==> src/rtl/system_bridge.sv <==
// Processor-to-memory bridge: decodes single processor requests onto a synchronous
// RAM window or a handshake device window, with device timeout and sticky error capture.
module system_bridge #(
    parameter logic [31:0] RAM_BASE = 32'h0000_0000,
    parameter int unsigned RAM_AW   = 13,
    parameter logic [31:0] DEV_BASE = 32'h0000_7F00,
    parameter int unsigned DEV_AW   = 8,
    parameter int unsigned TIMEOUT  = 15
) (
    input  logic              Clk,
    input  logic              Reset,
    input  logic [31:0]       PrAddr_I,
    input  logic [31:0]       PrData_I,
    input  logic [3:0]        PrBE_I,
    input  logic              PrReq_I,
    input  logic              PrRW_I,
    output logic [31:0]       PrData_O,
    output logic              PrAck_O,
    output logic [RAM_AW-3:0] RamAddr_O,
    output logic [31:0]       RamData_O,
    output logic [3:0]        RamBE_O,
    output logic              RamEn_O,
    output logic              RamWe_O,
    input  logic [31:0]       RamData_I,
    output logic [DEV_AW-3:0] DevAddr_O,
    output logic [31:0]       DevData_O,
    output logic [3:0]        DevBE_O,
    output logic              DevRW_O,
    output logic              DevReq_O,
    input  logic [31:0]       DevData_I,
    input  logic              DevAck_I,
    output logic              BusErr_O,
    output logic [31:0]       ErrAddr_O,
    input  logic              ErrClr_I
);

    localparam logic [2:0] IDLE     = 3'd0;
    localparam logic [2:0] RAM_WR   = 3'd1;
    localparam logic [2:0] RAM_RD1  = 3'd2;
    localparam logic [2:0] RAM_RD2  = 3'd3;
    localparam logic [2:0] DEV_WAIT = 3'd4;
    localparam logic [2:0] ACK      = 3'd5;
    localparam logic [2:0] RELEASE  = 3'd6;

    localparam logic [3:0] TIMEOUT_CNT = 4'(TIMEOUT);

    logic [2:0]  state;
    logic [31:0] req_addr;
    logic [31:0] req_data;
    logic [3:0]  req_be;
    logic        req_rw;
    logic [31:0] rd_data;
    logic [3:0]  wait_cnt;

    logic        ram_hit;
    logic        dev_hit;
    logic        err_event;
    logic [31:0] err_addr;

    assign ram_hit = (PrAddr_I[31:RAM_AW] == RAM_BASE[31:RAM_AW]);
    assign dev_hit = (PrAddr_I[31:DEV_AW] == DEV_BASE[31:DEV_AW]);

    // Unmapped is detected on the live address at acceptance; timeout uses the latched one.
    always_comb begin
        err_event = 1'b0;
        err_addr  = req_addr;
        if (state == IDLE && PrReq_I && !ram_hit && !dev_hit) begin
            err_event = 1'b1;
            err_addr  = PrAddr_I;
        end else if (state == DEV_WAIT && !DevAck_I && wait_cnt == TIMEOUT_CNT) begin
            err_event = 1'b1;
        end
    end

    assign RamAddr_O = req_addr[RAM_AW-1:2];
    assign RamData_O = req_data;
    assign RamBE_O   = (state == RAM_WR) ? req_be : '0;
    assign RamEn_O   = (state == RAM_WR) || (state == RAM_RD1);
    assign RamWe_O   = (state == RAM_WR);

    assign DevAddr_O = req_addr[DEV_AW-1:2];
    assign DevData_O = req_data;
    assign DevBE_O   = req_be;
    assign DevRW_O   = req_rw;
    assign DevReq_O  = (state == DEV_WAIT);

    always_ff @(posedge Clk) begin
        if (!Reset) begin
            state     <= IDLE;
            req_addr  <= '0;
            req_data  <= '0;
            req_be    <= '0;
            req_rw    <= 1'b0;
            rd_data   <= '0;
            wait_cnt  <= '0;
            PrAck_O   <= 1'b0;
            PrData_O  <= '0;
            BusErr_O  <= 1'b0;
            ErrAddr_O <= '0;
        end else begin
            PrAck_O <= (state == ACK);
            if (state == ACK) begin
                PrData_O <= rd_data;
            end

            // A new error outranks a same-cycle clear and then refreshes the captured address.
            if (err_event) begin
                BusErr_O <= 1'b1;
                if (!BusErr_O || ErrClr_I) begin
                    ErrAddr_O <= err_addr;
                end
            end else if (ErrClr_I) begin
                BusErr_O <= 1'b0;
            end

            case (state)
                IDLE: begin
                    if (PrReq_I) begin
                        req_addr <= PrAddr_I;
                        req_data <= PrData_I;
                        req_be   <= PrBE_I;
                        req_rw   <= PrRW_I;
                        rd_data  <= '0;
                        if (ram_hit) begin
                            state <= PrRW_I ? RAM_RD1 : RAM_WR;
                        end else if (dev_hit) begin
                            wait_cnt <= '0;
                            state    <= DEV_WAIT;
                        end else begin
                            state <= ACK;
                        end
                    end
                end
                RAM_WR:  state <= ACK;
                RAM_RD1: state <= RAM_RD2;
                RAM_RD2: begin
                    rd_data <= RamData_I;
                    state   <= ACK;
                end
                DEV_WAIT: begin
                    if (DevAck_I) begin
                        if (req_rw) begin
                            rd_data <= DevData_I;
                        end
                        state <= ACK;
                    end else if (wait_cnt == TIMEOUT_CNT) begin
                        rd_data <= 32'hDEAD_BEEF;
                        state   <= ACK;
                    end else begin
                        wait_cnt <= wait_cnt + 4'd1;
                    end
                end
                ACK:     state <= RELEASE;
                RELEASE: begin
                    if (!PrReq_I) begin
                        state <= IDLE;
                    end
                end
                default: state <= IDLE;
            endcase
        end
    end

endmodule
==> config.mk <==
export PLATFORM = sky130hd
export DESIGN_NAME = system_bridge
export DESIGN_NICKNAME = d
export VERILOG_FILES = /design/src/rtl/system_bridge.sv
export SDC_FILE = /design/constraint.sdc
export NUM_CORES = 1
export LEC_CHECK = 0
export CORE_MARGIN = 2
export CORE_UTILIZATION = 45
export CTS_CLUSTER_DIAMETER = 40
export CTS_CLUSTER_SIZE = 14
export DETAILED_ROUTE_END_ITERATION = 8
export PLACE_DENSITY = 0.88
export RECOVER_POWER = 25
export SETUP_SLACK_MARGIN = 0.02
export SLEW_MARGIN = 20
export SYNTH_ARGS = -nofsm -noshare
export SYNTH_HDL_FRONTEND = slang
export SYNTH_SLANG_ARGS = --single-unit
==> constraint.sdc <==
create_clock -name Clk -period 3.1 [get_ports Clk]
set_input_delay 0.62 -clock Clk [delete_from_list [all_inputs] [get_ports Clk]]
set_output_delay 0.62 -clock Clk [all_outputs]
set_load 0.05 [all_outputs]
==> impl_metrics.toml <==
[place]
pre_cts_ws_ps = 114
port_buffers = 296
post_dp_cell_area_um2 = 10700
hpwl_mm = 17.0
gp_congestion = 0.828

[timing]
setup_viol = 0
setup_tns_ps = 0
hold_violations = 0
relSlewSlack = 0.0346
worst_slack_ps = 187
finalMaxSlewViolations = 0
clock_skew_ps = 10.1
tightest_slew_ps = 1450
max_freq_ghz = 0.343
period_minus_slack_ps = 2910
layout_worst_path_cycle_share = 0.940
rsz0062_at_grt = "no"

[synth]
synthCells = 934
ys.flop_type = "dfxtp_1"
synth_xor_xnor_area_share = 0.00111
synth_compound_area_frac = 0.271
synthAdderAreaFrac = 0.00159
async_flop_share = 0
ys_seq_area_frac = 0.443
synth-seq-cells = 174
syn_nets = 1073
synth_top_family_by_area = "compound AO/OA/AOI/OAI gates"
synth.distinct_cells = 53
synthSimpleGateAreaFrac = 0.184
yosysWarnings = 0
synth.avg_cell_area_um2 = 8.42
netlist_area_um2 = 7860
synth-edff-count = 0
synthMuxAreaShare = 0

[route]
drt_iter0_markers = 536
wl_per_cell_um = 17.3
vias_per_cell = 5.65
dr.pass1.iters = 6
ant_nets = 0
via_count = 7817
wirelength_mm = 24.0
route.detailed.drc = 0

[setup_path]
cp_num_buf_inv = 2
rr_worst_depth = 6
critical_path_cell_count = 7
cp_slowest_stage_delay_ps = 810
crit_path_cell_trace = "clkdlybuf4s50_1 -> buf_4 -> nor4b_2 -> o221a_2 -> o31ai_1 -> o2111ai_1 -> o211a_1"
crit_arrival_ps = 3280
end_kind = "register"
cp_max_fo = 25
slowest_stage = "nor4b_2"
critPathTopFamily = "compound AO/OA/AOI/OAI gates"
setup.worst_path.class = "input port to register"
worstPathRequired_ps = 3470
start_kind = "input port"

[global_route]
antenna_found_initial = 1
grt_pass1_wl_mm = 37.3
grt_max_degree = 97
first_global_vias = 7400
grt.overflow.total = 0
grt_util_all_layers = 0.254

[power_and_ir_drop]
p_per_area_nw_per_um2 = 694
leakage_nw = 4.21
vdd.ir_drop.worst_v = 0.000398

[clock_network]
clock_latency_ps = 420
root_buffer = "clkbuf_16"
clk_pin_slew_worst_paths_ps = 70
cts_tree = "yes"
cts-buffers-inserted = 17
cts.sinks = 174
cts_setup_buffers = 0
clock_path_buffers = 2
cts_max_level = 4
cts_hold_buffers = 0
cts_resized = 0

[cells_and_area]
multi_input_area_um2 = 3600
fill_cells = 1395
areaGrowthSynthToFinish_pct = 43.1
fin_nets = 1284
regArea_um2 = 3480
drive_gt1_frac = 0.0717
design_area_um2 = 11300

[run_status]
status = "finished clean"

[floorplan]
num_io_pins = 297
die_x_um = 136
die_h_um = 136
dieArea_um2 = 18500
num_rows = 48
core_area_um2 = 17200
initial_utilization = 0.458

[run]
drv_cap = 0

[worst_hold_path]
hold_path_depth = 2
min_path_type = "register to register"
-- sequential cells by signal, summed over array words and instances (netlist names) --
| register | cells |
|---|---|
| rd_data | 32 |
| DevData_O | 32 |
| DevBE_O | 4 |
| ErrAddr_O | 32 |
| req_addr | 32 |
| PrAck_O | 1 |
| DevRW_O | 1 |
| wait_cnt | 4 |
| BusErr_O | 1 |
| PrData_O | 32 |
| state | 3 |
-- kinds of logic after synthesis --
kind of cell,Yosys count
AOI/OAI and AO/OA,284
xor gates and xnor gates,1
adders and majority gates,1
buffers and inverters,144
DFF,174
and+or+nand+nor,330
-- path summary, 6_finish.rpt --
kind                             from                    endpoint  slack (ps)
max                           PrReq_I  ErrAddr_O[24]$_SDFFE_PN0P_         190
min          req_addr[0]$_SDFFE_PN0N_    req_addr[0]$_SDFFE_PN0N_         460
max reg2reg     state[2]$_SDFFE_PN0P_  ErrAddr_O[24]$_SDFFE_PN0P_         490
min reg2reg  req_addr[0]$_SDFFE_PN0N_    req_addr[0]$_SDFFE_PN0N_         460
-- Yosys cell counts, drive strengths merged (3+ instances only) --
cell | count | area share
nor3 | 7 | 0.0051
a31oi | 3 | 0.0043
and2 | 6 | 0.0048
nand2 | 221 | 0.11
a21boi | 56 | 0.053
nor2 | 40 | 0.019
a22oi | 8 | 0.0076
o221ai | 3 | 0.0033
inv | 4 | 0.0019
buf | 77 | 0.068
nand4 | 35 | 0.028
clkbuf | 62 | 0.030
o31ai | 25 | 0.024
o221a | 4 | 0.0057
o2111ai | 30 | 0.033
o211a | 32 | 0.041
a311oi | 24 | 0.028
dfxtp | 174 | 0.44
a211oi | 10 | 0.0095
nand3 | 7 | 0.0060
a21oi | 49 | 0.031
o21ai | 31 | 0.020
-- routing by layer --
| layer | GRT usage | vias up | share of wire |
|---|---|---|---|
| met2 | 0.416 | 454 | 0.47 |
| li1 | - | 3710 | - |
| met3 | 0.0813 | 58 | 0.11 |
| met4 | 0.126 | 0 | 0.036 |
| met5 | 0 | - | 0 |
| met1 | 0.299 | 3595 | 0.38 |
-- cell usage in the layout (no fill, tap or decap), types with 4 or more instances in the layout --
cell             netlist  routed
clkdlybuf4s50_1        0     265
nand2_1              221     221
dfxtp_1              174     174
a21boi_0              55      55
a21oi_1               49      49
nor2_1                40      39
nand4_1               35      35
o211a_1               32      32
buf_4                 52      32
o21ai_0               30      30
o2111ai_1             30      30
o31ai_1               25      25
a311oi_1              23      24
dlygate4sd3_1          0      24
clkbuf_16              0      17
a211oi_1              10      10
a22oi_1                8       8
nor3_1                 6       6
and2_1                 6       6
nand3_1                6       6
clkbuf_1              62       5
buf_12                 0       5
inv_6                  0       4
-- power breakdown --
part           switching, W  internal (W)  leakage [nW]
clock network      0.000939       0.00129         0.298
registers          0.000209       0.00257          1.42
logic               0.00181       0.00101          2.49
total               0.00295       0.00486          4.21
-- final cells by class --
type | count | share of cell area
multi-input cells | 616 | 0.320
flip-flops and latches | 174 | 0.310
repair buffers | 331 | 0.289
clock buffers | 18 | 0.0381
well taps | 225 | 0.0250
clock inverters | 14 | 0.0160
inverters | 5 | 0.00167
diodes | 1 | 0.000222
-- worst reg2reg max path, stage by stage (launching register included) --
cell       delay (ps)
dfxtp_1           320
buf_4             190
nor4b_2           830
o221a_2           700
o31ai_1           210
o2111ai_1         140
o211a_1           180
-- stage by stage --
step / power (W) / instances / hold WS [ps] / util
after floorplan: 0.00473 / 934 / 437 / -
after global routing: 0.00815 / 1383 / 477 / 0.655
after detailed placement: 0.00566 / 1351 / 452 / 0.622
final: 0.00781 / 1384 / 460 / 0.655
after CTS: 0.00788 / 1383 / 461 / 0.657
after global placement: 0.00560 / 1351 / 443 / 0.622
Note: power is estimated with default switching activity, not from simulation.
